--- config.mk ---
export PLATFORM = sky130hd
export DESIGN_NAME = fetch_redirect_flat
export DESIGN_NICKNAME = d
export VERILOG_FILES = /design/src/rtl/fetch_redirect_pkg.sv /design/src/rtl/fetch_redirect_if.sv /design/src/rtl/fetch_redirect_fd_pipe_reg.sv /design/src/rtl/fetch_redirect.sv /design/src/flat_wrapper.sv
export SDC_FILE = /design/constraint.sdc
export NUM_CORES = 1
export LEC_CHECK = 0
export ABC_AREA = 0
export CAP_MARGIN = 20
export CORE_AREA = 2 2 96 98
export DETAILED_ROUTE_END_ITERATION = 12
export DIE_AREA = 0 0 98 100
export PLACE_DENSITY = 0.76
export SETUP_SLACK_MARGIN = 0.5
export SLEW_MARGIN = 20
export SYNTH_ARGS = -nofsm -noshare
export SYNTH_HDL_FRONTEND = slang
export SYNTH_HIERARCHICAL = 1
export SYNTH_SLANG_ARGS = --single-unit
--- constraint.sdc ---
create_clock -name clock -period 2.7 [get_ports clock]
set_input_delay 0.27 -clock clock [delete_from_list [all_inputs] [get_ports clock]]
set_output_delay 0.27 -clock clock [all_outputs]
set_load 0.03 [all_outputs]
--- src/rtl/fetch_redirect_pkg.sv ---
// Shared definitions for the fetch/redirect path: opcode constants, reset PC
// default and the branch-target alignment helper.
package fetch_redirect_pkg;

  localparam int          INSTR_W      = 32;
  localparam logic [31:0] RESET_PC_DEF = 32'h0100_0000;
  localparam logic [31:0] PC_STEP      = 32'd4;

  localparam logic [6:0] OP_BRANCH = 7'b1100011;
  localparam logic [6:0] OP_JAL    = 7'b1101111;
  localparam logic [6:0] OP_JALR   = 7'b1100111;

  // JALR computes rs1+imm, so bit0 must be cleared before it becomes a PC
  function automatic logic [INSTR_W-1:0] align_tgt(input logic [INSTR_W-1:0] raw);
    return {raw[INSTR_W-1:1], 1'b0};
  endfunction

endpackage

--- src/rtl/fetch_redirect_if.sv ---
// Bus between the execute/hazard logic and the fetch-redirect block.
interface fetch_redirect_if #(
  parameter int CNT_W = 16
);
  import fetch_redirect_pkg::*;

  logic               stall;
  logic               e_valid;
  logic               e_br_taken;
  logic               e_is_jump;
  logic [INSTR_W-1:0] e_target;
  logic [INSTR_W-1:0] f_pc;
  logic [INSTR_W-1:0] d_pc;
  logic               d_valid;
  logic               flush_e;
  logic               redirect;
  logic               misalign_err;
  logic [CNT_W-1:0]   redirect_cnt;

  modport slave (
    input  stall, e_valid, e_br_taken, e_is_jump, e_target,
    output f_pc, d_pc, d_valid, flush_e, redirect, misalign_err, redirect_cnt
  );

  modport master (
    output stall, e_valid, e_br_taken, e_is_jump, e_target,
    input  f_pc, d_pc, d_valid, flush_e, redirect, misalign_err, redirect_cnt
  );

endinterface

--- src/rtl/fetch_redirect_fd_pipe_reg.sv ---
// PC + valid pipeline register with flush and hold controls; usable for F/D or D/E.
module fd_pipe_reg #(
  parameter int W = 32
) (
  input  logic         clk,
  input  logic         rst,
  input  logic         hold_i,
  input  logic         flush_i,
  input  logic [W-1:0] pc_i,
  output logic [W-1:0] pc_o,
  output logic         valid_o
);

  logic [W-1:0] pc_q,    pc_d;
  logic         valid_q, valid_d;

  // Flush outranks hold: a squashed slot must not keep stale state around
  always_comb begin
    pc_d    = pc_i;
    valid_d = 1'b1;
    if (flush_i) begin
      pc_d    = pc_q;
      valid_d = 1'b0;
    end else if (hold_i) begin
      pc_d    = pc_q;
      valid_d = valid_q;
    end
  end

  always_ff @(posedge clk) begin
    if (rst) begin
      pc_q    <= '0;
      valid_q <= 1'b0;
    end else begin
      pc_q    <= pc_d;
      valid_q <= valid_d;
    end
  end

  assign pc_o    = pc_q;
  assign valid_o = valid_q;

endmodule

--- src/rtl/fetch_redirect.sv ---
// Fetch PC owner: sequential advance, execute-stage redirect with squash,
// F/D register, sticky misaligned-target flag and saturating redirect counter.
module fetch_redirect
  import fetch_redirect_pkg::*;
#(
  parameter logic [31:0] RESET_PC = RESET_PC_DEF,
  parameter int          CNT_W    = 16
) (
  input logic              clock,
  input logic              reset,
  fetch_redirect_if.slave  bus
);

  logic               redirect;
  logic [INSTR_W-1:0] tgt;
  logic [INSTR_W-1:0] pc_q, pc_d;
  logic               mis_q, mis_d;
  logic [CNT_W-1:0]   cnt_q, cnt_d;

  function automatic logic [CNT_W-1:0] sat_inc(input logic [CNT_W-1:0] v);
    return (&v) ? v : v + {{(CNT_W-1){1'b0}}, 1'b1};
  endfunction

  assign redirect = bus.e_valid & (bus.e_br_taken | bus.e_is_jump);
  assign tgt      = align_tgt(bus.e_target);

  // Redirect beats stall: the stall comes from decode, which is being squashed
  always_comb begin
    pc_d = pc_q + PC_STEP;
    if (redirect)       pc_d = tgt;
    else if (bus.stall) pc_d = pc_q;
  end

  always_comb begin
    mis_d = mis_q;
    cnt_d = cnt_q;
    if (redirect) begin
      mis_d = mis_q | tgt[1];
      cnt_d = sat_inc(cnt_q);
    end
  end

  always_ff @(posedge clock) begin
    if (reset) begin
      pc_q  <= RESET_PC;
      mis_q <= 1'b0;
      cnt_q <= '0;
    end else begin
      pc_q  <= pc_d;
      mis_q <= mis_d;
      cnt_q <= cnt_d;
    end
  end

  fd_pipe_reg #(.W(INSTR_W)) u_fd (
    .clk     (clock),
    .rst     (reset),
    .hold_i  (bus.stall),
    .flush_i (redirect),
    .pc_i    (pc_q),
    .pc_o    (bus.d_pc),
    .valid_o (bus.d_valid)
  );

  assign bus.f_pc         = pc_q;
  assign bus.redirect     = redirect;
  assign bus.flush_e      = redirect;
  assign bus.misalign_err = mis_q;
  assign bus.redirect_cnt = cnt_q;

endmodule

--- src/flat_wrapper.sv ---
// flat-port wrapper written by rule: the top's interface ports become plain ports
module fetch_redirect_flat import fetch_redirect_pkg::*;
#(
  parameter logic [31:0] RESET_PC = RESET_PC_DEF,
  parameter int          CNT_W    = 16
)
  (clock, reset, bus_stall, bus_e_valid, bus_e_br_taken, bus_e_is_jump, bus_e_target, bus_f_pc, bus_d_pc, bus_d_valid, bus_flush_e, bus_redirect, bus_misalign_err, bus_redirect_cnt);
  fetch_redirect_if #(.CNT_W(CNT_W)) bus_i ();
  input logic clock;
  input logic reset;
  input wire logic [$bits(bus_i.stall)-1:0] bus_stall;
  input wire logic [$bits(bus_i.e_valid)-1:0] bus_e_valid;
  input wire logic [$bits(bus_i.e_br_taken)-1:0] bus_e_br_taken;
  input wire logic [$bits(bus_i.e_is_jump)-1:0] bus_e_is_jump;
  input wire logic [$bits(bus_i.e_target)-1:0] bus_e_target;
  output wire logic [$bits(bus_i.f_pc)-1:0] bus_f_pc;
  output wire logic [$bits(bus_i.d_pc)-1:0] bus_d_pc;
  output wire logic [$bits(bus_i.d_valid)-1:0] bus_d_valid;
  output wire logic [$bits(bus_i.flush_e)-1:0] bus_flush_e;
  output wire logic [$bits(bus_i.redirect)-1:0] bus_redirect;
  output wire logic [$bits(bus_i.misalign_err)-1:0] bus_misalign_err;
  output wire logic [$bits(bus_i.redirect_cnt)-1:0] bus_redirect_cnt;
  assign bus_i.stall = bus_stall;
  assign bus_i.e_valid = bus_e_valid;
  assign bus_i.e_br_taken = bus_e_br_taken;
  assign bus_i.e_is_jump = bus_e_is_jump;
  assign bus_i.e_target = bus_e_target;
  assign bus_f_pc = bus_i.f_pc;
  assign bus_d_pc = bus_i.d_pc;
  assign bus_d_valid = bus_i.d_valid;
  assign bus_flush_e = bus_i.flush_e;
  assign bus_redirect = bus_i.redirect;
  assign bus_misalign_err = bus_i.misalign_err;
  assign bus_redirect_cnt = bus_i.redirect_cnt;
  fetch_redirect #(.RESET_PC(RESET_PC), .CNT_W(CNT_W)) u_core (.clock(clock), .reset(reset), .bus(bus_i));
endmodule
==> key figures, run 1 <==
Min path
  • Type of the worst min-delay path: input pin to flop

CTS
  • Clock-pin slew on the worst setup and hold paths: 0.08 ns
  • CTS tree: done
  • Max H-tree Level: 3
  • Clk_lat worst skew: 0.35 ns
  • Clk buf depth: 2
  • Sink Count: 81
  • Hold buffers post-CTS: 0
  • Root buf cell: clkbuf_8
  • CTS Buf Count: 9
  • Post CTS Setup Buffer Count: 0

Detailed routing
  • # DRC: 0
  • Routed Antenna Nets: 0
  • Vias post-DR: 4188
  • DR WL/cell: 16.3 um
  • TritonRoute pass-1 iters: 5
  • WL final: 11500 um
  • Avg Vias per Cell: 5.95
  • Drt initial violations: 260

STA
  • Unrepaired setup endpoints after global routing: no
  • Final setup viols: 0
  • Tcrit/Tclk final: 77.5%
  • Post-layout minimum cycle time: 2.09 ns
  • Fmax: 0.478 GHz
  • Hold violation count in the final report: 0
  • Setup TNS: 0 ns
  • Slew @ Worst Pin: 0.698 ns
  • Relative max-transition margin: 53.0%
  • Pins Over Slew Limit: 0
  • Final clock skew: 0.00954 ns

Global routing
  • Vias in the first global route: 3907
  • First-pass GRT wire length: 19000 um
  • Met2 GRT Util: 36.4%
  • Grt met3 use: 4.87%
  • GRT Total Usage: 23.4%
  • Global route overflow: 0
  • Pin count of the biggest net entering global routing: 65
  • Antenna violations before repair: 0
  • GR peak layer: met2
  • GR Layer Usage met1: 32.7%

Setup path
  • Top delay family on crit path: simple AND/OR/NAND/NOR gates
  • Worst reg-to-reg setup slack: 0.61 ns
  • Max stage delay on crit path: 0.57 ns
  • Worst Path Buf+Inv: 0
  • Setup CP Type: flop to flop
  • Arr. time, crit path: 2.36 ns
  • Crit-path cells: nand3_4 > or4_4 > or4_1 > a311oi_1
  • Startpoint Class: flop
  • Crit path max fanout: 15
  • Slowest cell on the critical path: or4_4
  • WP data required: 2.96 ns
  • Worst Setup End Kind: flop

Power
  • Seq pwr share: 47.5%
  • Pwr dens: 501 nW/um^2
  • Sw power: 799 uW
  • Clock power share: 34.7%
  • Worst VDD drop: 0.000308 V
  • Net Sw Frac: 28.7%
  • Comb power frac: 17.8%
  • P_int: 1990 uW
  • Pwr Total: 2780 uW
  • Lkg Pwr: 0.00175 uW

Synth
  • Sequential area share after synthesis: 39.5%
  • Synth unique cells: 56
  • Post-synth ARST share: 0%
  • Mapped Avg Cell Area: 8.46 sq um
  • Post-synth EDFFs: 0
  • Top_reg_cell synth: dfxtp_1
  • Seq cells post-synth: 81
  • YS warnings: 6
  • Post-Syn Instances: 486
  • Cell area after synthesis: 4110 sq um

Final layout
  • Ratio of cells with drive above 1 in the final layout: 7.76%
  • Area Growth Syn to Fin: 35.2%
  • N_diodes: 0
  • Non-filler instance count after layout: 704
  • # nets final: 629

Die
  • Die Y: 100 um
  • Initial Util: 46.2%
  • Core Box Area: 8890 sq um
  • Row Count: 35
  • Die area: 9800 sq um
  • Die W: 98 um
  • I/O pin cnt: 122

Flow run
  • Max Cap Viol: 0

Placed design
  • Cells after DPL: 689
  • GP Congestion: 0.883
  • Hpwl dp: 7950 um
  • Count of buffers from port buffering: 119

Outcome
  • Outcome: finished clean
area by class of cell:
class,count,area (sq um)
repair buffers,130,1280
multi-input cells,355,2250
inverters,12,45.0
flip-flops and latches,81,1620
clock inverters,6,93.8
clock buffers,9,124
well taps,111,139
fillers,784,3330
flip-flops by register name, indices dropped and copies added, names as in the netlist:
register and flops:
u_core/bus.misalign_err 1, u_core/u_fd/valid_o 1, u_core/bus.redirect_cnt 16, u_core/u_fd/pc_o 32, u_core/bus.f_pc 31
cell usage after synthesis (2+ instances only):
| master | count | share of area, % |
|---|---|---|
| a211oi_1 | 11 | 2.0 |
| a21o_1 | 2 | 0.37 |
| a21oi_1 | 50 | 6.1 |
| a311oi_1 | 13 | 2.8 |
| a31o_2 | 3 | 0.64 |
| a31oi_1 | 2 | 0.30 |
| and2_1 | 2 | 0.30 |
| and3_1 | 6 | 0.91 |
| and3b_1 | 2 | 0.43 |
| and4_1 | 2 | 0.43 |
| and4b_1 | 2 | 0.49 |
| buf_1 | 3 | 0.27 |
| buf_2 | 5 | 0.61 |
| buf_4 | 5 | 0.91 |
| buf_6 | 5 | 1.4 |
| clkbuf_1 | 21 | 1.9 |
| dfxtp_1 | 81 | 39 |
| ha_1 | 2 | 0.61 |
| inv_1 | 11 | 1.0 |
| nand2_1 | 20 | 1.8 |
| nand3_1 | 18 | 2.2 |
| nand3_2 | 2 | 0.49 |
| nand4_1 | 18 | 2.7 |
| nand4b_1 | 2 | 0.43 |
| nor2_1 | 32 | 2.9 |
| nor3_1 | 7 | 0.85 |
| nor4_1 | 14 | 2.1 |
| o21ai_0 | 30 | 3.7 |
| o21ai_1 | 9 | 1.1 |
| o31ai_1 | 16 | 2.9 |
| o41ai_1 | 3 | 0.64 |
| or2_2 | 2 | 0.30 |
| or3_1 | 8 | 1.2 |
| or3b_1 | 32 | 6.8 |
| or4_1 | 17 | 3.1 |
| xnor2_1 | 6 | 1.3 |
| xor2_1 | 3 | 0.64 |
power by group through the flow:
stage / Sequential, uW / Combinational, uW / Clock (uW)
2_1_floorplan: 1440 / 184 / 0
3_3_place_gp: 1350 / 487 / 0
3_5_place_dp: 1350 / 495 / 0
4_1_cts: 1320 / 497 / 988
5_1_grt: 1330 / 529 / 1040
6_report: 1320 / 495 / 967
placed cells by master (no fill, tap or decap), drive strengths merged, types with 11 or more instances in the layout:
cell	netlist	final
a211oi	11	11
a21oi	50	50
a311oi	13	13
buf	18	13
clkdlybuf4s50	0	117
dfxtp	81	81
inv	11	12
nand2	21	21
nand3	21	21
nand4	18	18
nor2	32	32
nor4	14	14
o21ai	40	40
o31ai	16	16
or3b	32	32
or4	19	19
what timing repair did:
| item | in CTS | in global routing |
|---|---|---|
| gates resized for setup | 1 | 2 |
| endpoints found under the hold margin | 0 | 0 |
| endpoints found under the setup margin | 1 | 4 |
metal layers:
metal	vias up	share of wire [%]
met5	-	0
met4	0	1.4
met3	19	6.6
met2	141	45
met1	1955	47
li1	2073	-
cell families (layout without fill, tap and decap cells):
group	after synthesis	after routing	synth area share, %
multiplexers	1	1	0.244
AO/OA/AOI/OAI	146	146	21.9
buffers and inverters	51	157	6.18
XOR/XNOR	9	9	1.92
flip-flops	81	81	39.5
adder cells (fa/ha/maj)	2	2	0.609
other	1	2	0.0912
AND/OR/NAND/NOR	195	195	29.6
through the flow:
step	util [%]	hold WS [ns]	instance area [sq um]	worst slack, ns
floorplan	-	0.379	4110	0.515
global placement	60.0	0.448	5330	0.558
detailed placement	60.0	0.452	5330	0.515
CTS	62.5	0.399	5550	0.508
global route	62.5	0.436	5560	0.504
finish	62.5	0.400	5560	0.609
path summary, 6_finish.rpt:
| path | start | endpoint | cells past startpoint |
|---|---|---|---|
| max | u_core/bus.f_pc[13] | u_core/bus.f_pc[25] | 4 |
| min | reset | u_core/bus.misalign_err | 2 |
| max reg2reg | u_core/bus.f_pc[13] | u_core/bus.f_pc[25] | 4 |
| min reg2reg | u_core/u_fd/valid_o | u_core/u_fd/valid_o | 2 |
Power figures use the tool's default switching activity.
==> run 2: changes to the inputs <==
Clock period 2.7 ns to 2.01 ns, I/O delays scaled along.
==> run 2 against run 1 <==
  * Cell count rose by 10%
  * Final area rose by 19%
  * Critical path depth rose by 3
  * Sequential power rose by 33%
  * Clock power rose by 47%
  * Register-to-register slack got worse by 0.50 ns
  * Non-clock buffer count rose by 70
  * Combinational power rose by 53%
  * Utilization rose by 12 points
  * Setup slack got worse by 0.50 ns
  * First-iteration DRC count rose by 57%
  * Fmax rose by 10%
  * Critical path type unchanged
  * Highest routed layer unchanged
==> key figures, run 2 (synthesis gave the netlist of run 1 again) <==
Die
  • Initial Util: 46.2% (unchanged)
  • Core Box Area: 8890 sq um (unchanged)
  • Die area: 9800 sq um (unchanged)
  • Die Y: 100 um (unchanged)
  • Die W: 98 um (unchanged)
  • Row Count: 35 (unchanged)
  • I/O pin cnt: 122 (unchanged)

Setup path
  • Top delay family on crit path: simple AND/OR/NAND/NOR gates
  • Arr. time, crit path: 2.14 ns (-0.22 ns)
  • Startpoint Class: flop
  • Slowest cell on the critical path: dfxtp_4
  • Worst Setup End Kind: flop
  • Crit path max fanout: 5 (-10)
  • Max stage delay on crit path: 0.38 ns (-0.19 ns)
  • Crit-path cells: ha_4 > and4b_2 > nand4_1 > buf_4 > buf_2 > or3_1 > a311oi_1
  • Worst Path Buf+Inv: 2 (+2)
  • Setup CP Type: flop to flop
  • WP data required: 2.25 ns (-0.71 ns)

STA
  • Relative max-transition margin: 62.7% (+9.6 points)
  • Final setup viols: 0 (unchanged)
  • Slew @ Worst Pin: 0.560 ns (-0.138 ns)
  • Setup TNS: 0 ns (unchanged)
  • Unrepaired setup endpoints after global routing: yes
  • Pins Over Slew Limit: 0 (unchanged)
  • Tcrit/Tclk final: 94.5% (+17 points)
  • Post-layout minimum cycle time: 1.90 ns (-0.191 ns)
  • Hold violation count in the final report: 0 (unchanged)
  • Fmax: 0.526 GHz (+10%)
  • Final clock skew: 0.00980 ns (+0.000257 ns)
  • Min setup slack post-route: 0.110 ns (-0.499 ns)

Global routing
  • Global route overflow: 0 (unchanged)
  • Pin count of the biggest net entering global routing: 69 (+6.2%)
  • Vias in the first global route: 4146 (+6.1%)
  • GRT Total Usage: 25.4% (+2.0 points)
  • Antenna violations before repair: 0 (unchanged)
  • First-pass GRT wire length: 20400 um (+7.3%)

CTS
  • Clk buf depth: 2 (unchanged)
  • Clk_lat worst skew: 0.36 ns (about the same)
  • Max H-tree Level: 3 (unchanged)
  • CTS tree: done
  • CTS Buf Count: 9 (unchanged)
  • Sink Count: 81 (unchanged)
  • Hold buffers post-CTS: 0 (unchanged)
  • Root buf cell: clkbuf_8
  • Clock-pin slew on the worst setup and hold paths: 0.09 ns (about the same)

Final layout
  • Most common cell after layout, fill and taps aside: dlygate4sd2_1
  • Fill cells: 646 (-18%)
  • # nets final: 700 (+11%)
  • Most frequent cells in the layout: 79 x dlygate4sd2_1, 59 x buf_4, 46 x a21oi_1
  • Ratio of cells with drive above 1 in the final layout: 31.0% (+23 points)
  • Max reg flops: 32 (unchanged)
  • Area Growth Syn to Fin: 61.4%

Outcome
  • Outcome: finished clean

Power
  • Sw power: 1160 uW (+45%)
  • Comb power frac: 19.3% (+1.5 points)
  • Pwr dens: 593 nW/um^2 (+18%)
  • Net Sw Frac: 29.5% (+0.83 points)
  • P_int: 2770 uW (+40%)
  • Lkg Pwr: 0.00270 uW (+54%)
  • Clock power share: 36.1% (+1.4 points)
  • Seq pwr share: 44.6% (-2.9 points)
  • Worst VDD drop: 0.000424 V (+38%)

Placed design
  • Count of buffers from port buffering: 119 (unchanged)
  • Dpl ws: 0.0179 ns (-0.497 ns)
  • GP Congestion: 0.900 (+2.0%)
  • Hpwl dp: 8170 um (+2.8%)

Flow run
  • Max Cap Viol: 0 (unchanged)

Detailed routing
  • Avg Vias per Cell: 6.12 (+2.8%)
  • Drt initial violations: 407 (+57%)
  • Routed Antenna Nets: 0 (unchanged)
  • TritonRoute pass-1 iters: 5 (unchanged)
  • Vias post-DR: 4754 (+14%)
  • # DRC: 0 (unchanged)
  • DR WL/cell: 18.4 um (+13%)
  • WL final: 14300 um (+24%)

Min path
  • Type of the worst min-delay path: input pin to flop
[run 2: cell types whose count changed in the layout (fill, tap and decap cells not counted), moves of 5 or more]
| cell | before | now |
|---|---|---|
| or4_4 | 1 | 10 |
| nor4_4 | 0 | 8 |
| clkbuf_16 | 0 | 5 |
| dfxtp_1 | 79 | 44 |
| buf_4 | 10 | 59 |
| nor4_1 | 13 | 3 |
| clkdlybuf4s50_1 | 117 | 33 |
| dlygate4sd2_1 | 0 | 79 |
| a311oi_1 | 13 | 7 |
| a311oi_2 | 0 | 6 |
| dfxtp_4 | 0 | 31 |
| buf_6 | 0 | 17 |
| or4_1 | 17 | 9 |
[run 2: layout make-up]
| cell class | count | area, sq um | share of cell area (%) |
|---|---|---|---|
| antenna | 1 | 2.50 | 0.0377 |
| sequential | 81 | 1750 | 26.3 |
| tap | 111 | 139 | 2.09 |
| clock buffer | 14 | 238 | 3.58 |
| multi-input combinational | 355 | 2640 | 39.7 |
| clock inverter | 2 | 17.5 | 0.264 |
| inverter | 12 | 53.8 | 0.811 |
| timing repair buffer | 200 | 1800 | 27.1 |
| timing repair inverter | 1 | 5.00 | 0.0755 |
[run 2: final timing paths]
kind	startpoint	end	slack, ns	cells after the start
setup / recovery	u_core/bus.f_pc[2]	u_core/bus.f_pc[14]	0.11	7
hold / removal	reset	u_core/bus.misalign_err	0.27	2
setup reg to reg	u_core/bus.f_pc[2]	u_core/bus.f_pc[14]	0.11	7
hold reg to reg	u_core/u_fd/valid_o	u_core/u_fd/valid_o	0.46	2
[run 2: timing repair]
item / in CTS / in global routing
buffers inserted: 37 / 23
gates resized for setup: 117 / 73
cloned: 3 / 3
pin swaps: 20 / 35
endpoints found under the setup margin: 143 / 67
[run 2: metal layers]
| metal | routed length, um | vias to the layer above | global-route usage [%] | share of wire [%] |
|---|---|---|---|---|
| met5 | 0 | - | 0 | 0 |
| met4 | 450 | 0 | 8.87 | 3.1 |
| met3 | 1120 | 53 | 5.01 | 7.8 |
| met2 | 6900 | 262 | 42.0 | 48 |
| met1 | 5830 | 2222 | 33.4 | 41 |
| li1 | - | 2217 | - | - |
[run 2: through the flow]
stage | total power, uW | std cells | utilization, % | hold WS [ns] | cell area [sq um]
6_report | 3930 | 777 | 74.6 | 0.273 | 6630
5_1_grt | 4070 | 776 | 74.6 | 0.297 | 6630
4_1_cts | 3860 | 750 | 69.2 | 0.261 | 6150
3_5_place_dp | 2480 | 694 | 62.6 | 0.456 | 5570
3_3_place_gp | 2460 | 694 | 62.6 | 0.443 | 5570
2_1_floorplan | 2190 | 487 | - | 0.310 | 4360
[run 2: power by group through the flow]
| stage | registers [uW] | logic [uW] | clock network [uW] |
|---|---|---|---|
| after floorplan | 1930 | 258 | 0 |
| after global placement | 1810 | 651 | 0 |
| after detailed placement | 1810 | 661 | 0 |
| after CTS | 1750 | 682 | 1430 |
| after global routing | 1760 | 805 | 1500 |
| final | 1750 | 759 | 1420 |
==> run 3: changes to the inputs <==
Settings changed: PLACE_DENSITY 0.76 to 0.8.
==> run 3 against run 2 <==
  * Hold slack improved by 0.073 ns
  * Non-clock buffer count shrank 1
  * Critical path depth fell by 1
  * First-iteration DRC count is 20% higher
  * Sequential power barely moved
  * Clock-buffer cell count fell by 5
  * Combinational power barely moved
  * Final area decreased by 1.7%
  * Clock skew grew 0.0031 ns
  * Die area unchanged
  * Fmax down 0.32%
  * Flip-flop and latch count unchanged
  * Critical path type unchanged
  * Largest cell class unchanged
  * Highest routed layer unchanged
==> key figures, run 3 (synthesis gave the netlist of run 1 again) <==
CTS
  • Root buf cell: clkbuf_8
  • Sink Count: 81 (unchanged)
  • Clock-pin slew on the worst setup and hold paths: 0.09 ns (about the same)
  • CTS tree: done
  • Clk_lat worst skew: 0.35 ns (about the same)
  • CTS Buf Count: 9 (unchanged)
  • Max H-tree Level: 3 (unchanged)
  • Clk buf depth: 2 (unchanged)

Setup path
  • Arr. time, crit path: 2.14 ns (about the same)
  • Startpoint Class: flop
  • Setup CP Type: flop to flop
  • R2R cell count: 6 (-1)
  • Worst Setup End Kind: flop
  • Crit path max fanout: 6 (+1)
  • R2R Path End: u_core/bus.f_pc[16]
  • Worst reg-to-reg setup slack: 0.10 ns (about the same)
  • R2r startpoint: u_core/bus.f_pc[2]
  • WP data required: 2.24 ns (about the same)

STA
  • Worst hold slack: 0.346 ns (+0.0728 ns)
  • Pins Over Slew Limit: 0 (unchanged)
  • Final clock skew: 0.0129 ns (+0.00310 ns)
  • Final setup viols: 0 (unchanged)
  • Tcrit/Tclk final: 94.8% (+0.31 points)
  • Min setup slack post-route: 0.104 ns (-0.00616 ns)
  • Relative max-transition margin: 59.8% (-2.9 points)
  • Hold violation count in the final report: 0 (unchanged)
  • Slew @ Worst Pin: 0.603 ns (+0.0428 ns)
  • Fmax: 0.525 GHz (-0.32%)
  • Post-layout minimum cycle time: 1.91 ns (+0.00616 ns)
  • Unrepaired setup endpoints after global routing: yes

Detailed routing
  • Routed Antenna Nets: 0 (unchanged)
  • Drt initial violations: 490 (+20%)
  • Vias post-DR: 4818 (+1.3%)
  • DR WL/cell: 18.8 um (+2.0%)
  • WL final: 14600 um (+1.9%)
  • # DRC: 0 (unchanged)
  • Avg Vias per Cell: 6.21 (+1.5%)
  • TritonRoute pass-1 iters: 6 (+1)

Power
  • Seq pwr share: 48.3% (+3.7 points)
  • Comb power frac: 20.7% (+1.4 points)
  • Pwr dens: 559 nW/um^2 (-5.7%)
  • Worst VDD drop: 0.000370 V (-13%)
  • P_int: 2450 uW (-12%)
  • Clock power share: 31.0% (-5.1 points)
  • Net Sw Frac: 32.7% (+3.2 points)
  • Sw power: 1190 uW (+2.6%)
  • Lkg Pwr: 0.00267 uW (-1.3%)

Flow run
  • Max Cap Viol: 0 (unchanged)

Placed design
  • Cells after DPL: 694 (unchanged)
  • Count of buffers from port buffering: 119 (unchanged)
  • Hpwl dp: 8350 um (+2.1%)
  • Dpl ws: -0.0170 ns (-0.0349 ns)
  • GP Congestion: 0.882 (-2.0%)

Die
  • Die W: 98 um (unchanged)
  • Row Count: 35 (unchanged)
  • Die area: 9800 sq um (unchanged)
  • I/O pin cnt: 122 (unchanged)
  • Core Box Area: 8890 sq um (unchanged)
  • Die Y: 100 um (unchanged)
  • Initial Util: 46.2% (unchanged)

Outcome
  • Outcome: finished clean

Global routing
  • Pin count of the biggest net entering global routing: 63 (-8.7%)
  • GRT Total Usage: 26.5% (+1.1 points)
  • First-pass GRT wire length: 21300 um (+4.7%)
  • Global route overflow: 0 (unchanged)
  • Antenna violations before repair: 0 (unchanged)
  • Vias in the first global route: 4362 (+5.2%)

Final layout
  • Most common cell after layout, fill and taps aside: dlygate4sd2_1
  • Area Growth Syn to Fin: 58.6%
  • # nets final: 699 (-0.14%)
  • Max reg flops: 32 (unchanged)
  • Ratio of cells with drive above 1 in the final layout: 29.4% (-1.6 points)
  • Fill cells: 657 (+1.7%)
  • Non-filler instance count after layout: 776 (-0.13%)
  • Most frequent cells in the layout: 77 x dlygate4sd2_1, 61 x buf_4, 47 x a21oi_1

Min path
  • Type of the worst min-delay path: input pin to flop
  • Hold depth: 2 (unchanged)
  • Hold_sp: reset
  • Worst Hold Path EP: u_core/bus.misalign_err
run 3: cell count changes in the layout (fill, tap and decap cells not counted), moves of 3 or more:
cell             delta
buf_6               -5
a311oi_2            -3
clkbuf_16           -4
or4_4               -4
a311oi_1            +3
o21ai_1             -3
clkdlybuf4s15_1     +3
nor3_2              -3
o31ai_1             +3
o31ai_2             -3
or4_1               +3
run 3: metal layers:
| layer | wire length [um] | GRT usage (%) | part of all wire [%] | up-vias |
|---|---|---|---|---|
| met5 | 0 | 0 | 0 | - |
| met2 | 7070 | 45.6 | 48 | 278 |
| met3 | 1270 | 4.18 | 8.7 | 46 |
| met4 | 385 | 9.40 | 2.6 | 0 |
| met1 | 5860 | 34.0 | 40 | 2282 |
| li1 | - | - | - | 2212 |
run 3: timing repair:
item / in CTS / in global routing
setup buffers: 51 / 9
gates resized for setup: 115 / 57
hold buffers: 0 / 0
setup endpoints to repair: 139 / 69
pin swaps: 35 / 28
cloned: 3 / 2
run 3: worst max-delay path, cell delays in order, from the launching register on:
cell      delay (ns)
dfxtp_4         0.39
ha_4            0.14
and4b_2         0.22
nand4_1         0.14
buf_6           0.18
or3_4           0.37
a311oi_1        0.34
run 3: layout make-up:
class	instances	area [sq um]	share of cell area, %
diodes	1	2.50	0.0384
clock buffers	9	124	1.90
clock inverters	7	60.1	0.921
inverters	12	50.0	0.768
multi-input cells	355	2610	40.1
flip-flops and latches	81	1740	26.7
well taps	111	139	2.13
repair buffers	199	1780	27.4
repair inverters	1	5.00	0.0768
run 3: metrics by stage:
step	area [sq um]	utilization (%)	TNS [ns]	total power, uW
floorplan	4360	-	0	2190
global placement	5570	62.6	0	2460
detailed placement	5570	62.6	-0.0170	2480
CTS	6160	69.3	0	3590
global route	6520	73.3	0	3790
finish	6520	73.3	0	3650
run 3: power groups by stage:
stage / sequential (uW) / clock (uW) / combinational [uW]
after detailed placement: 1810 / 0 / 665
after floorplan: 1930 / 0 / 258
after CTS: 1750 / 1150 / 693
final: 1760 / 1130 / 756
after global routing: 1770 / 1220 / 800
after global placement: 1810 / 0 / 653
run 3: worst max-delay path by stage:
stage,start,end,slack [ns],cells after the start
after floorplan,u_core/bus.f_pc[21],u_core/bus.f_pc[26],0.13,4
after global placement,bus_e_br_taken,u_core/bus.redirect_cnt[14],0.04,7
after detailed placement,bus_e_br_taken,u_core/bus.redirect_cnt[14],-0.02,7
after CTS,u_core/bus.f_pc[6],u_core/bus.f_pc[25],0.22,5
after global routing,u_core/bus.f_pc[2],u_core/bus.f_pc[16],0.02,6
final,u_core/bus.f_pc[2],u_core/bus.f_pc[16],0.10,6
==> edit 1: new RTL, settings of run 2 <==
Make the reset (`reset` and `rst`) asynchronous in 2 clocked blocks.
--- a/src/rtl/fetch_redirect_fd_pipe_reg.sv
+++ b/src/rtl/fetch_redirect_fd_pipe_reg.sv
@@ -28,5 +28,5 @@
   end
 
-  always_ff @(posedge clk) begin
+  always_ff @(posedge clk or posedge rst) begin
     if (rst) begin
       pc_q    <= '0;
--- a/src/rtl/fetch_redirect.sv
+++ b/src/rtl/fetch_redirect.sv
@@ -41,5 +41,5 @@
   end
 
-  always_ff @(posedge clock) begin
+  always_ff @(posedge clock or posedge reset) begin
     if (reset) begin
       pc_q  <= RESET_PC;
Formal check against the unedited RTL: differs if reset is asserted again (counterexample within 4 cycles, from zero or initial values and one cycle with reset high); with reset held inactive, the same outputs for 10 cycles.
==> edit 1 against run 2 <==
- count of clock-buffer cells in the layout fell by 3
- area after synthesis shrank 5.5%
- clock skew up 0.0086 ns
- wire length down 10%
- global-route usage shrank 1.8 points
- fmax up 7.5%
- sequential cell count unchanged
- critical endpoint is now u_core/bus.f_pc[16]$_DFFE_PP0P_
- setup slack gained 0.13 ns
- final area decreased by 3.2%
Power is not compared: it rests on default switching activity, and its combinational part moved more than twofold at a synthesized area within 25%.
==> edit 1: results (changes against run 2) <==
** Place
- The setup slack after placement is 0.0161 ns (was 0.0179 ns).
- # placed instances :: 576 (was 694)
- Hpwl dp :: 7400 um (was 8170 um)
- Count of buffers from port buffering :: 119 (unchanged)
- Post-place instance area :: 5390 um^2 (was 5570 um^2)
- The routability congestion estimate from global placement is 0.884 (was 0.900).

** GRT
- Maximum number of pins on one net before global-route repair :: 45 (was 69)
- Global routing usage summed across all routing layers :: 23.7% (was 25.4%)
- Met3 GRT Util :: 4.81% (was 5.01%)
- Met2 Resource Use GR :: 40.4% (was 42.0%)
- First-pass GRT wire length :: 18,400 um (was 20,400 um)
- Initial antenna violation count :: 0 (unchanged)
- The met1 routing resource usage after global routing is 29.9% (was 33.4%).
- The via count of the first global-routing pass is 3,642 (was 4,146).

** Layout
- The number of nets at the end of the flow is 599 (was 700).
- Layout cells sized above 1 :: 42.0% (was 31.0%)
- The total inserted antenna cells is 0 (was 1).

** Routing
- The starting DRC count in detailed routing came to 196 (was 407).
- Total vias in the final route :: 3,738 (was 4,754)
- Wire length per cell after detailed routing :: 19.0 um (was 18.4 um)
- The met2 wire length is 6600 um (was 6900 um).
- Routed met1 length :: 5160 um (was 5830 um)
- The total routed wirelength came to 12,800 um (was 14,300 um).
- The length of the first detailed-routing pass in iterations came to 4 (was 5).
- Detail Route met3 WL :: 754 um (was 1120 um)
- The top layer reached by signal wires is met4 (unchanged).

** Timing
- The worst-case clock skew was 0.0184 ns (was 0.00980 ns).
- Transition time of the tightest slew-check pin :: 0.519 ns (was 0.560 ns)

** Hold path
- The path type of the worst min-delay path is in -> async (was in -> reg).

** Outcome
- Result of the run: completed (unchanged).

** Yosys
- The share of flip-flops with an asynchronous set or reset came to 100% (was 0%).
- The number of synthesized flops with an enable pin is 0 (unchanged).
- Sequential area share after synthesis :: 52.2% (was 39.5%)
- Most area-consuming cells after synthesis: sky130_fd_sc_hd__dfrtp_1 (52%), sky130_fd_sc_hd__mux2_2 (6.7%), sky130_fd_sc_hd__xor2_1 (5.4%) (was sky130_fd_sc_hd__dfxtp_1 (39%), sky130_fd_sc_hd__or3b_1 (6.8%), sky130_fd_sc_hd__a21oi_1 (6.1%)).
- Most frequent cells after synthesis :: sky130_fd_sc_hd__dfrtp_1 (80), sky130_fd_sc_hd__nand2_1 (27), sky130_fd_sc_hd__xor2_1 (24) (was sky130_fd_sc_hd__dfxtp_1 (81), sky130_fd_sc_hd__a21oi_1 (50), sky130_fd_sc_hd__nor2_1 (32), sky130_fd_sc_hd__or3b_1 (32), sky130_fd_sc_hd__o21ai_0 (30))
- Netlist cell types :: 42 (was 56)
- The instance count of the mapped netlist is 346 (was 486).

** Setup path
- Slowest cell on the critical path :: sky130_fd_sc_hd__dfrtp_2 (was sky130_fd_sc_hd__dfxtp_4)
- The arrival time of the worst setup path was 2.03 ns (was 2.14 ns).
- Critical Path Fanout Max :: 7 (was 5)
- Largest stage delay, worst path :: 0.41 ns (was 0.38 ns)

** Clock network
- Maximum buffer depth of the clock tree :: 2 (unchanged)
edit 1: area by class of cell:
cell class,count,area (um^2)
fill,611,2470
sequential,81,2070
multi-input combinational,245,2050
timing repair buffer,216,1930
clock buffer,11,151
tap,111,139
clock inverter,5,62.6
inverter,6,27.5
edit 1: final timing paths:
kind	start	to	slack, ns	cells past startpoint
worst max register to register	u_core/bus.f_pc[2]$_DFFE_PP0P_	u_core/bus.f_pc[16]$_DFFE_PP0P_	0.24	7
worst min-delay path	reset	u_core/bus.redirect_cnt[8]$_DFFE_PP0P_	0.21	2
min in group clock	bus_e_target[10]	u_core/bus.f_pc[10]$_DFFE_PP0P_	0.39	3
worst min register to register	u_core/bus.misalign_err$_DFFE_PP0P_	u_core/bus.misalign_err$_DFFE_PP0P_	0.47	1
worst max-delay path	u_core/bus.f_pc[2]$_DFFE_PP0P_	u_core/bus.f_pc[16]$_DFFE_PP0P_	0.24	7
max in group asynchronous	reset	u_core/bus.f_pc[24]$_DFFE_PP1P_	1.22	3
edit 1: power breakdown:
group          switching [W]  internal, W
Clock               0.000645     0.000649
Combinational        0.00136      0.00102
Sequential          0.000289      0.00197
Total                0.00229      0.00364
edit 1: cells by family (layout without fill, tap and decap cells):
kind of cell | after synthesis | in the layout | share of synthesized area (%)
compound gates | 50 | 50 | 7.54
xor+xnor | 27 | 27 | 6.09
fa+ha+maj | 2 | 2 | 0.644
buf+inv | 22 | 238 | 3.42
flops | 81 | 81 | 52.2
mux | 34 | 34 | 10.8
other cells | 1 | 2 | 0.0966
simple gates | 129 | 130 | 19.2
edit 1: timing repair:
item,CTS,global route
cloned,1,2
gates resized for setup,117,50
setup endpoints to repair,117,70
pin swaps,26,35
buffers inserted,44,36
==> edit 2: new RTL, settings of run 2 <==
Made on the original files. `CNT_W` is set to 16 in 3 places; all go to 24.
--- a/src/rtl/fetch_redirect_if.sv
+++ b/src/rtl/fetch_redirect_if.sv
@@ -1,5 +1,5 @@
 // Bus between the execute/hazard logic and the fetch-redirect block.
 interface fetch_redirect_if #(
-  parameter int CNT_W = 16
+  parameter int CNT_W = 24
 );
   import fetch_redirect_pkg::*;
--- a/src/rtl/fetch_redirect.sv
+++ b/src/rtl/fetch_redirect.sv
@@ -5,5 +5,5 @@
 #(
   parameter logic [31:0] RESET_PC = RESET_PC_DEF,
-  parameter int          CNT_W    = 16
+  parameter int          CNT_W    = 24
 ) (
   input logic              clock,
--- a/src/flat_wrapper.sv
+++ b/src/flat_wrapper.sv
@@ -3,5 +3,5 @@
 #(
   parameter logic [31:0] RESET_PC = RESET_PC_DEF,
-  parameter int          CNT_W    = 16
+  parameter int          CNT_W    = 24
 )
   (clock, reset, bus_stall, bus_e_valid, bus_e_br_taken, bus_e_is_jump, bus_e_target, bus_f_pc, bus_d_pc, bus_d_valid, bus_flush_e, bus_redirect, bus_misalign_err, bus_redirect_cnt);
Ports: changed (resized bus_redirect_cnt); port bits go from 122 to 130. The function was not compared with the original's and may differ.
==> edit 2 against run 2 <==
- global-route usage fell by 0.44 points
- power down 5.5%
- final area increased by 2.0%
- area after synthesis increased by 3.0%
- sequential cell count rose by 8
- wire length down 1.1%
- non-clock buffer count rose by 20
- setup slack worse by 0.024 ns
- cell count increased by 3.0%
- highest routed layer unchanged
==> edit 2: results (changes against run 2) <==
** Layout
- Count of antenna diodes in the layout :: 0 (was 1)
- Nets :: 724 (was 700)
- The filler cell count was 630 (was 646).
- Layout cells sized above 1 :: 29.2% (was 31.0%)

** Power and ir drop
- Overall power :: 0.00372 W (was 0.00393 W)
- Maximum ir drop on the vdd rail :: 0.299 mV (was 0.424 mV)
- Leak pwr :: 2.84 nW (was 2.70 nW)
- The reported sequential group power was 0.00191 W (was 0.00175 W).
- Power dissipated by switching net loads :: 0.00113 W (was 0.00116 W)

** Hold path
- Class of the most critical hold timing path :: in -> reg (unchanged)
- Count of cells along the worst hold path :: 4 (was 2)

** Clock network
- The buffers inserted during post-CTS setup optimization is 33 (was 37).
- The count of instances resized after the clock tree is built is 122 (was 117).

** GRT
- Maximum number of pins on one net before global-route repair :: 61 (was 69)
- Global routing usage summed across all routing layers :: 25.0% (was 25.4%)
- First-pass GRT wire length :: 20,100 um (was 20,400 um)
- The via count of the first global-routing pass came to 4,147 (was 4,146).

** Setup path
- The depth of the most critical reg-to-reg path is 6 (was 7).
- Worst setup slack for register-to-register paths :: 0.09 ns (was 0.11 ns)
- Endpoint arrival time on the critical path :: 2.21 ns (was 2.14 ns)
- The critical-path maximum fanout is 4 (was 5).
- Slowest cell on the critical path :: sky130_fd_sc_hd__a2111o_1 (was sky130_fd_sc_hd__dfxtp_4)
- The peak per-stage delay on the critical path is 0.40 ns (was 0.38 ns).

** Yosys
- Netlist cell types :: 44 (was 56)
- Syn_area_per_cell :: 8.69 um^2 (was 8.46 um^2)
- Sequential area share after synthesis :: 42.1% (was 39.5%)
- Most frequent cells after synthesis :: sky130_fd_sc_hd__dfxtp_1 (89), sky130_fd_sc_hd__a21oi_1 (49), sky130_fd_sc_hd__nor2_1 (46) (was sky130_fd_sc_hd__dfxtp_1 (81), sky130_fd_sc_hd__a21oi_1 (50), sky130_fd_sc_hd__nor2_1 (32), sky130_fd_sc_hd__or3b_1 (32), sky130_fd_sc_hd__o21ai_0 (30))
- Most area-consuming cells after synthesis: sky130_fd_sc_hd__dfxtp_1 (42%), sky130_fd_sc_hd__or3b_1 (6.6%), sky130_fd_sc_hd__xor2_1 (6.6%) (was sky130_fd_sc_hd__dfxtp_1 (39%), sky130_fd_sc_hd__or3b_1 (6.8%), sky130_fd_sc_hd__a21oi_1 (6.1%)).

** Place
- The number of port buffers is 127 (was 119).
- GPL Wtd Cong :: 0.856 (was 0.900)
- # placed instances :: 711 (was 694)

** Timing
- The worst-case clock skew is 0.0106 ns (was 0.00980 ns).

** Routing
- The ratio of routed vias to standard cells came to 5.78 (was 6.12).
- Wirelength, routed :: 14,100 um (was 14,300 um)
- Wire length per cell after detailed routing :: 17.7 um (was 18.4 um)

** Outcome
- Result of the run :: completed (unchanged)
==> edit 2: changes by cell type after synthesis, moves of 4 or more <==
cell	run 2	this run
sky130_fd_sc_hd__a211oi_1	11	27
sky130_fd_sc_hd__a311oi_1	13	1
sky130_fd_sc_hd__buf_2	5	1
sky130_fd_sc_hd__dfxtp_1	81	89
sky130_fd_sc_hd__nor2_1	32	46
sky130_fd_sc_hd__nor4_1	14	4
sky130_fd_sc_hd__o31ai_1	16	8
sky130_fd_sc_hd__or4_1	17	7
sky130_fd_sc_hd__xor2_1	3	32
==> edit 2: metal layers <==
layer	share of wire (%)	track usage, %	wire (um)	vias to the layer above
met5	0	0	0	-
met4	2.6	7.59	368	0
met3	8.8	4.94	1240	40
met2	49	43.2	6880	248
met1	40	31.8	5660	2166
li1	-	-	-	2171
==> edit 2: final timing paths <==
path,endpoint,startpoint
setup reg to reg,u_core/bus.redirect_cnt[15]$_SDFFE_PP0P_,u_core/bus.redirect_cnt[2]$_SDFFE_PP0P_
hold / removal,u_core/u_fd/pc_o[5]$_SDFFE_PP0P_,bus_stall
hold reg to reg,u_core/u_fd/pc_o[22]$_SDFFE_PP0P_,u_core/u_fd/pc_o[22]$_SDFFE_PP0P_
setup / recovery,u_core/bus.redirect_cnt[15]$_SDFFE_PP0P_,u_core/bus.redirect_cnt[2]$_SDFFE_PP0P_
==> edit 2: layout make-up <==
cell class,count,area share (%)
flip-flops and latches,89,28.4
clock buffers,12,2.00
repair buffers,220,29.2
inverters,8,0.518
well taps,111,2.05
multi-input cells,356,37.5
clock inverters,4,0.314
==> edit 2: worst register-to-register path, delay by kind of cell, from the launching register on <==
family                 cells  cell delay, ns
AND/OR/NAND/NOR            3            0.81
buffers and inverters      1            0.13
AO/OA/AOI/OAI              2            0.53
flip-flops                 1            0.38
==> edit 2: through the flow <==
| step | hold WS, ns | worst slack (ns) | util, % |
|---|---|---|---|
| 5_1_grt | 0.401 | 0.0294 | 76.1 |
| 3_3_place_gp | 0.444 | 0.0574 | 65.6 |
| 6_report | 0.384 | 0.0856 | 76.1 |
| 2_1_floorplan | 0.327 | 0.0720 | - |
| 4_1_cts | 0.357 | 0.122 | 70.6 |
| 3_5_place_dp | 0.471 | 0.0214 | 65.6 |
==> edit 2: cells by family (layout without fill, tap and decap cells) <==
kind of cell | count (synthesis) | in the layout | synth area share [%]
AOI/OAI and AO/OA | 130 | 131 | 17.9
muxes | 2 | 2 | 0.473
xor gates and xnor gates | 40 | 40 | 8.28
and+or+nand+nor | 179 | 179 | 25.3
other | 1 | 2 | 0.0886
buffers and inverters | 44 | 244 | 5.26
DFF | 89 | 89 | 42.1
adders and majority gates | 2 | 2 | 0.591
